## src/rtl/newton_div_pipe.sv

```systemverilog
// newton_div_pipe
//   Iterative Newton-Raphson fractional divider, q = a / b.
//   A 16-entry seed ROM gives x0 ~ 1/b, ITER refinements x <- x*(2 - b*x)
//   follow, then a final q = a*x with sticky LSB and saturation.
//
// Ports
//   clk        clock
//   rst        synchronous reset, active-high
//   in_valid   operands valid
//   in_ready   block idle and able to accept operands
//   a          dividend, fraction 0.WIDTH
//   b          divisor, fraction 0.WIDTH, normalised (b[WIDTH-1]=1)
//   out_valid  result valid
//   out_ready  downstream accepts result
//   q          quotient, format 1.(WIDTH-1)
//   err        divisor was unnormalised or zero (qualified by out_valid)
//   busy       operation in progress (complement of in_ready)
module newton_div_pipe #(
  parameter int WIDTH = 24,
  parameter int ITER  = 3
) (
  input  logic             clk,
  input  logic             rst,
  input  logic             in_valid,
  output logic             in_ready,
  input  logic [WIDTH-1:0] a,
  input  logic [WIDTH-1:0] b,
  output logic             out_valid,
  input  logic             out_ready,
  output logic [WIDTH-1:0] q,
  output logic             err,
  output logic             busy
);

  localparam int XW = WIDTH + 2;      // x and e, format 2.WIDTH
  localparam int PW = 2 * WIDTH + 2;  // a*x, format 2.(2*WIDTH)
  localparam logic [2:0]    LAST_CNT = 3'(ITER - 1);
  localparam logic [XW-1:0] ONE_X    = {2'b01, {WIDTH{1'b0}}};
  localparam logic [XW-1:0] TWO_X    = {2'b10, {WIDTH{1'b0}}};

  typedef enum logic [2:0] {
    S_IDLE  = 3'd0,
    S_SEED  = 3'd1,
    S_MUL_B = 3'd2,
    S_MUL_X = 3'd3,
    S_FINAL = 3'd4,
    S_DONE  = 3'd5
  } state_t;

  // Reciprocal seed fraction for b in [0.5 + idx/32, 0.5 + (idx+1)/32).
  function automatic logic [7:0] seed_rom(input logic [3:0] idx);
    case (idx)
      4'd0:    seed_rom = 8'hff;
      4'd1:    seed_rom = 8'hdf;
      4'd2:    seed_rom = 8'hc3;
      4'd3:    seed_rom = 8'haa;
      4'd4:    seed_rom = 8'h93;
      4'd5:    seed_rom = 8'h7f;
      4'd6:    seed_rom = 8'h6d;
      4'd7:    seed_rom = 8'h5c;
      4'd8:    seed_rom = 8'h4d;
      4'd9:    seed_rom = 8'h3f;
      4'd10:   seed_rom = 8'h33;
      4'd11:   seed_rom = 8'h27;
      4'd12:   seed_rom = 8'h1c;
      4'd13:   seed_rom = 8'h12;
      4'd14:   seed_rom = 8'h08;
      4'd15:   seed_rom = 8'h00;
      default: seed_rom = 8'h00;
    endcase
  endfunction

  state_t           state_r, state_n;
  logic [WIDTH-1:0] a_r, b_r, q_r;
  logic [XW-1:0]    x_r, e_r;
  logic [2:0]       cnt_r;
  logic             err_r, out_valid_r, in_ready_r, busy_r;

  logic [PW-1:0]    ax_full_s;
  logic [XW-1:0]    x_seed_s, bx_s, e_next_s, x_next_s;
  logic [WIDTH-1:0] q_final_s;
  logic             sticky_s, out_fire_s;

  // x0 = 1 + rom/256, ROM value placed in the top eight fraction bits.
  assign x_seed_s = ONE_X | ({{(XW-8){1'b0}}, seed_rom(b_r[WIDTH-2:WIDTH-5])} << (WIDTH-8));

  // b*x realigned from 2.(2*WIDTH) to 2.WIDTH (truncated), then e = 2.0 - b*x.
  assign bx_s     = XW'(({{XW{1'b0}}, b_r} * {{WIDTH{1'b0}}, x_r}) >> WIDTH);
  assign e_next_s = TWO_X - bx_s;

  // x*e is 4.(2*WIDTH); keep the 2.WIDTH window, dropping the low fraction bits.
  assign x_next_s = XW'(({{XW{1'b0}}, x_r} * {{XW{1'b0}}, e_r}) >> WIDTH);

  assign ax_full_s  = {{XW{1'b0}}, a_r} * {{WIDTH{1'b0}}, x_r};
  assign sticky_s   = |ax_full_s[WIDTH:0];
  assign out_fire_s = out_valid_r & out_ready;

  // Final quotient: 1.(WIDTH-1) window of a*x, sticky LSB, saturate when a*x >= 2.
  always_comb begin
    q_final_s = {WIDTH{1'b0}};
    if (ax_full_s[PW-1]) begin
      q_final_s = {WIDTH{1'b1}};
    end else begin
      q_final_s = {ax_full_s[2*WIDTH:WIDTH+2], ax_full_s[WIDTH+1] | sticky_s};
    end
  end

  // Next-state logic.
  always_comb begin
    state_n = state_r;
    case (state_r)
      S_IDLE: begin
        if (in_valid) begin
          if (b[WIDTH-1]) begin
            state_n = S_SEED;
          end else begin
            state_n = S_DONE;
          end
        end else begin
          state_n = S_IDLE;
        end
      end
      S_SEED:  state_n = S_MUL_B;
      S_MUL_B: state_n = S_MUL_X;
      S_MUL_X: begin
        if (cnt_r == LAST_CNT) begin
          state_n = S_FINAL;
        end else begin
          state_n = S_MUL_B;
        end
      end
      S_FINAL: state_n = S_DONE;
      S_DONE: begin
        if (out_fire_s) begin
          state_n = S_IDLE;
        end else begin
          state_n = S_DONE;
        end
      end
      default: state_n = S_IDLE;
    endcase
  end

  // State, datapath and output registers.
  always_ff @(posedge clk) begin
    if (rst) begin
      state_r     <= S_IDLE;
      a_r         <= {WIDTH{1'b0}};
      b_r         <= {WIDTH{1'b0}};
      x_r         <= {XW{1'b0}};
      e_r         <= {XW{1'b0}};
      cnt_r       <= 3'd0;
      q_r         <= {WIDTH{1'b0}};
      err_r       <= 1'b0;
      out_valid_r <= 1'b0;
      in_ready_r  <= 1'b1;
      busy_r      <= 1'b0;
    end else begin
      state_r    <= state_n;
      in_ready_r <= (state_n == S_IDLE);
      busy_r     <= (state_n != S_IDLE);
      // The error path enters DONE straight from IDLE; its result is shown
      // one cycle later so every result follows the accept by at least a cycle.
      out_valid_r <= (state_n == S_DONE) && (state_r != S_IDLE);
      case (state_r)
        S_IDLE: begin
          if (in_valid) begin
            a_r <= a;
            b_r <= b;
            if (!b[WIDTH-1]) begin
              q_r   <= {WIDTH{1'b1}};
              err_r <= 1'b1;
            end
          end
        end
        S_SEED: begin
          x_r   <= x_seed_s;
          cnt_r <= 3'd0;
        end
        S_MUL_B: e_r <= e_next_s;
        S_MUL_X: begin
          x_r   <= x_next_s;
          cnt_r <= cnt_r + 3'd1;
        end
        S_FINAL: begin
          q_r   <= q_final_s;
          err_r <= 1'b0;
        end
        default: begin
        end
      endcase
    end
  end

  assign in_ready  = in_ready_r;
  assign busy      = busy_r;
  assign out_valid = out_valid_r;
  assign q         = q_r;
  assign err       = err_r;

endmodule

```

## config.mk

```make
export PLATFORM = sky130hd
export DESIGN_NAME = newton_div_pipe
export DESIGN_NICKNAME = d
export VERILOG_FILES = /design/src/rtl/newton_div_pipe.sv
export SDC_FILE = /design/constraint.sdc
export NUM_CORES = 2
export LEC_CHECK = 0
export BUFFER_PORTS_ARGS = -buffer_cell sky130_fd_sc_hd__buf_2
export CAP_MARGIN = 20
export CORE_MARGIN = 2
export CORE_UTILIZATION = 40
export DETAILED_ROUTE_END_ITERATION = 10
export SYNTH_ARGS = -nofsm -noshare
export SYNTH_HDL_FRONTEND = slang
export SYNTH_SLANG_ARGS = --single-unit
```

## constraint.sdc

```tcl
create_clock -name clk -period 21.3 [get_ports clk]
set_input_delay 2.13 -clock clk [delete_from_list [all_inputs] [get_ports clk]]
set_output_delay 2.13 -clock clk [all_outputs]
set_load 0.01 [all_outputs]
```

==> results.json <==
{
  "ioPinCount": 80,
  "insertion_delay_ns": 0.56,
  "yosys.cell_types.count": 77,
  "cts_hold_buffers": 0,
  "worst_slew_pin_slew_ns": 1.134,
  "powerDensity_mw_per_mm2": 27.10,
  "core_mm2": 0.1648,
  "path_class": "flop to flop",
  "ys_seq_area_share_pct": 4.286,
  "netlist_area_mm2": 0.06633,
  "track_usage_pct": 23.29,
  "routedWlPerCell_um": 19.75,
  "max_clock_freq_mhz": 102.6,
  "drt_wl_total_um": 188900,
  "fin_crit_sh_pct": 45.77,
  "arrival_ns": 10.17,
  "drv_cap": 0,
  "start_kind": "flop",
  "grt_max_degree": 70,
  "detailroute.via_count": 49770,
  "gp_routability_congestion": 0.8958,
  "setup.worst_path.end_class": "flop",
  "critPathBufInv": 5,
  "cts.htree.levels": 4,
  "drt-initial-drc-count": 3229,
  "finalClockSkew_ns": 0.04186,
  "min_period_ns": 9.749,
  "synth_top_cell_by_area": "fa_1",
  "p_leak_nw": 33.63,
  "synth_nets": 9816,
  "vias_per_cell": 5.203,
  "final_cell_mix": "inv_1 (1,704), fa_1 (1,623), nand2_1 (1,383)",
  "drive_above_1_share_pct": 3.866,
  "cts_setup_buffers": 0,
  "cts_root_buf": "clkbuf_16",
  "overflow": 0,
  "yosysWarnings": 0,
  "post-place-ws_ns": 11.70,
  "rsz0062_at_grt": "no",
  "syn_inst": 7612,
  "syn-mean-instance-area_um2": 8.714,
  "clk_pin_slew_ns": 0.08,
  "hold_path.class": "flop to flop",
  "ys_async_sr_fraction_pct": 0,
  "grt_pass1_vias": 54840,
  "die_area_mm2": 0.1691,
  "fp.dieW_um": 411.2,
  "die_h_um": 411.2,
  "cpMaxStageDelayCell": "a2111oi_0",
  "cpLargestDelayFamily": "adder cells",
  "cts_tree": "built",
  "crit_top_cell": "fa_1",
  "fin_setup_tns_ns": 0,
  "rrSetupSlack_ns": 11.55,
  "ys_seq_elements": 142,
  "synthTopCellsByArea": "fa_1 (49%), ha_1 (10%), inv_1 (9.6%)",
  "antenna_found_initial": 5,
  "status": "finished, final reports clean",
  "start_util_pct": 40.25,
  "port_buffers": 79,
  "layout_commonest_cell": "inv_1",
  "first_pass_iters": 5,
  "setup_violations": 0,
  "synthFlopType": "dfxtp_1",
  "ir_drop_mv": 0.07463,
  "critPathMaxFanout": 43,
  "synth_edf_count": 0,
  "dp_hpwl_um": 143900,
  "nets": 9563,
  "rows": 149,
  "drc_errors": 0,
  "cts-resized-gates": 0,
  "setup_slack_ns": 11.55,
  "slew_headroom_pct": 22.47,
  "cts_sinks": 142,
  "synth_top_area_share_pct": 48.98,
  "cp.required_ns": 21.73,
  "cts_buffers": 17,
  "clk_path_buf_depth": 2,
  "syn2layout_area_growth_pct": 4.516,
  "critPathMaxStageDelay_ns": 0.98,
  "hold_violations": 0,
  "finalMaxSlewViolations": 0,
  "postRouteAntennaNets": 0,
  "grt_pass1_wl_um": 307700
}
-- routing by layer --
layer	track usage [%]	routed length (µm)
met3	3.464	12520
met4	6.884	5816
met2	39.79	92450
met1	30.56	78100
met5	0	19
-- tightest hold or removal path: cells and delay by family, from the launching register on --
kind,cells,cell delay (ns)
compound gates,1,0.05
flops,1,0.31
simple gates,1,0.05
-- final timing paths --
kind / start / end / cells past startpoint
max: x_r[19]$_SDFFE_PP0P_ / e_r[25]$_SDFFE_PP0P_ / 25
min: e_r[8]$_SDFFE_PP0P_ / e_r[8]$_SDFFE_PP0P_ / 2
max reg2reg: x_r[19]$_SDFFE_PP0P_ / e_r[25]$_SDFFE_PP0P_ / 25
min reg2reg: e_r[8]$_SDFFE_PP0P_ / e_r[8]$_SDFFE_PP0P_ / 2
-- cells by family after synthesis --
family                     share of synthesized area, %
adders and majority gates                         58.96
AOI/OAI and AO/OA                                 5.423
xor gates and xnor gates                          1.452
buffers and inverters                             12.30
DFF                                               4.286
and+or+nand+nor                                   17.44
muxes                                            0.1396
-- power breakdown --
group          switching, W  leakage [nW]  internal (W)
clock network      0.000173         0.289      0.000159
registers         0.0000794          1.18      0.000302
logic              0.000797          32.2      0.000369
total               0.00105          33.6      0.000829
-- synthesized netlist by cell type (6+ instances only) --
cell       count
a2111oi_0      8
a211o_1        6
a211oi_1      14
a21o_1        68
a21oi_1      232
a22oi_1       15
a31oi_1       20
and2_1       752
and3_1        16
buf_1          8
clkbuf_1     460
dfxtp_1      142
fa_1        1623
ha_1         529
inv_1       1704
mux2i_1        7
nand2_1     1384
nand2b_1      18
nand3_1       43
nand3b_1       6
nand4_1       30
nor2_1        91
nor2b_1       27
nor3_1        27
nor3b_1        7
o211ai_1       6
o21a_1        14
o21ai_0      106
o21ai_1       16
o21bai_1      16
o31ai_1       12
or2_2          6
or3_1          9
xnor2_1       69
xor2_1        41
-- state kept, by name (all words and copies together) (netlist names) --
register and cells:
state_r 3, err 1, x_seed_s 8, busy 1, q 24, out_valid 1, in_ready 1, b_r 24
e_r 26, a_r 24, cnt_r 3, x_r 26
-- area by class of cell --
class	instances	area, µm²
Antenna cell	4	10.01
Clock buffer	18	439.2
Clock inverter	14	136.4
Fill cell	16490	95480
Inverter	1704	6396
Multi-Input combinational cell	5297	55340
Sequential cell	142	2883
Tap cell	2189	2739
Timing Repair Buffer	197	1384
-- through the flow --
stage / hold slack, ns / cells / util [%] / area (µm²) / total power, W
2_1_floorplan: 0.4498 / 7612 / - / 66330 / 0.001097
3_3_place_gp: 0.4422 / 9524 / 41.63 / 68600 / 0.001520
3_5_place_dp: 0.4441 / 9528 / 41.69 / 68710 / 0.001537
4_1_cts: 0.4542 / 9560 / 42.04 / 69290 / 0.001882
5_1_grt: 0.4639 / 9561 / 42.06 / 69320 / 0.002018
6_report: 0.4548 / 9565 / 42.07 / 69330 / 0.001879
Power figures use the tool's default switching activity.
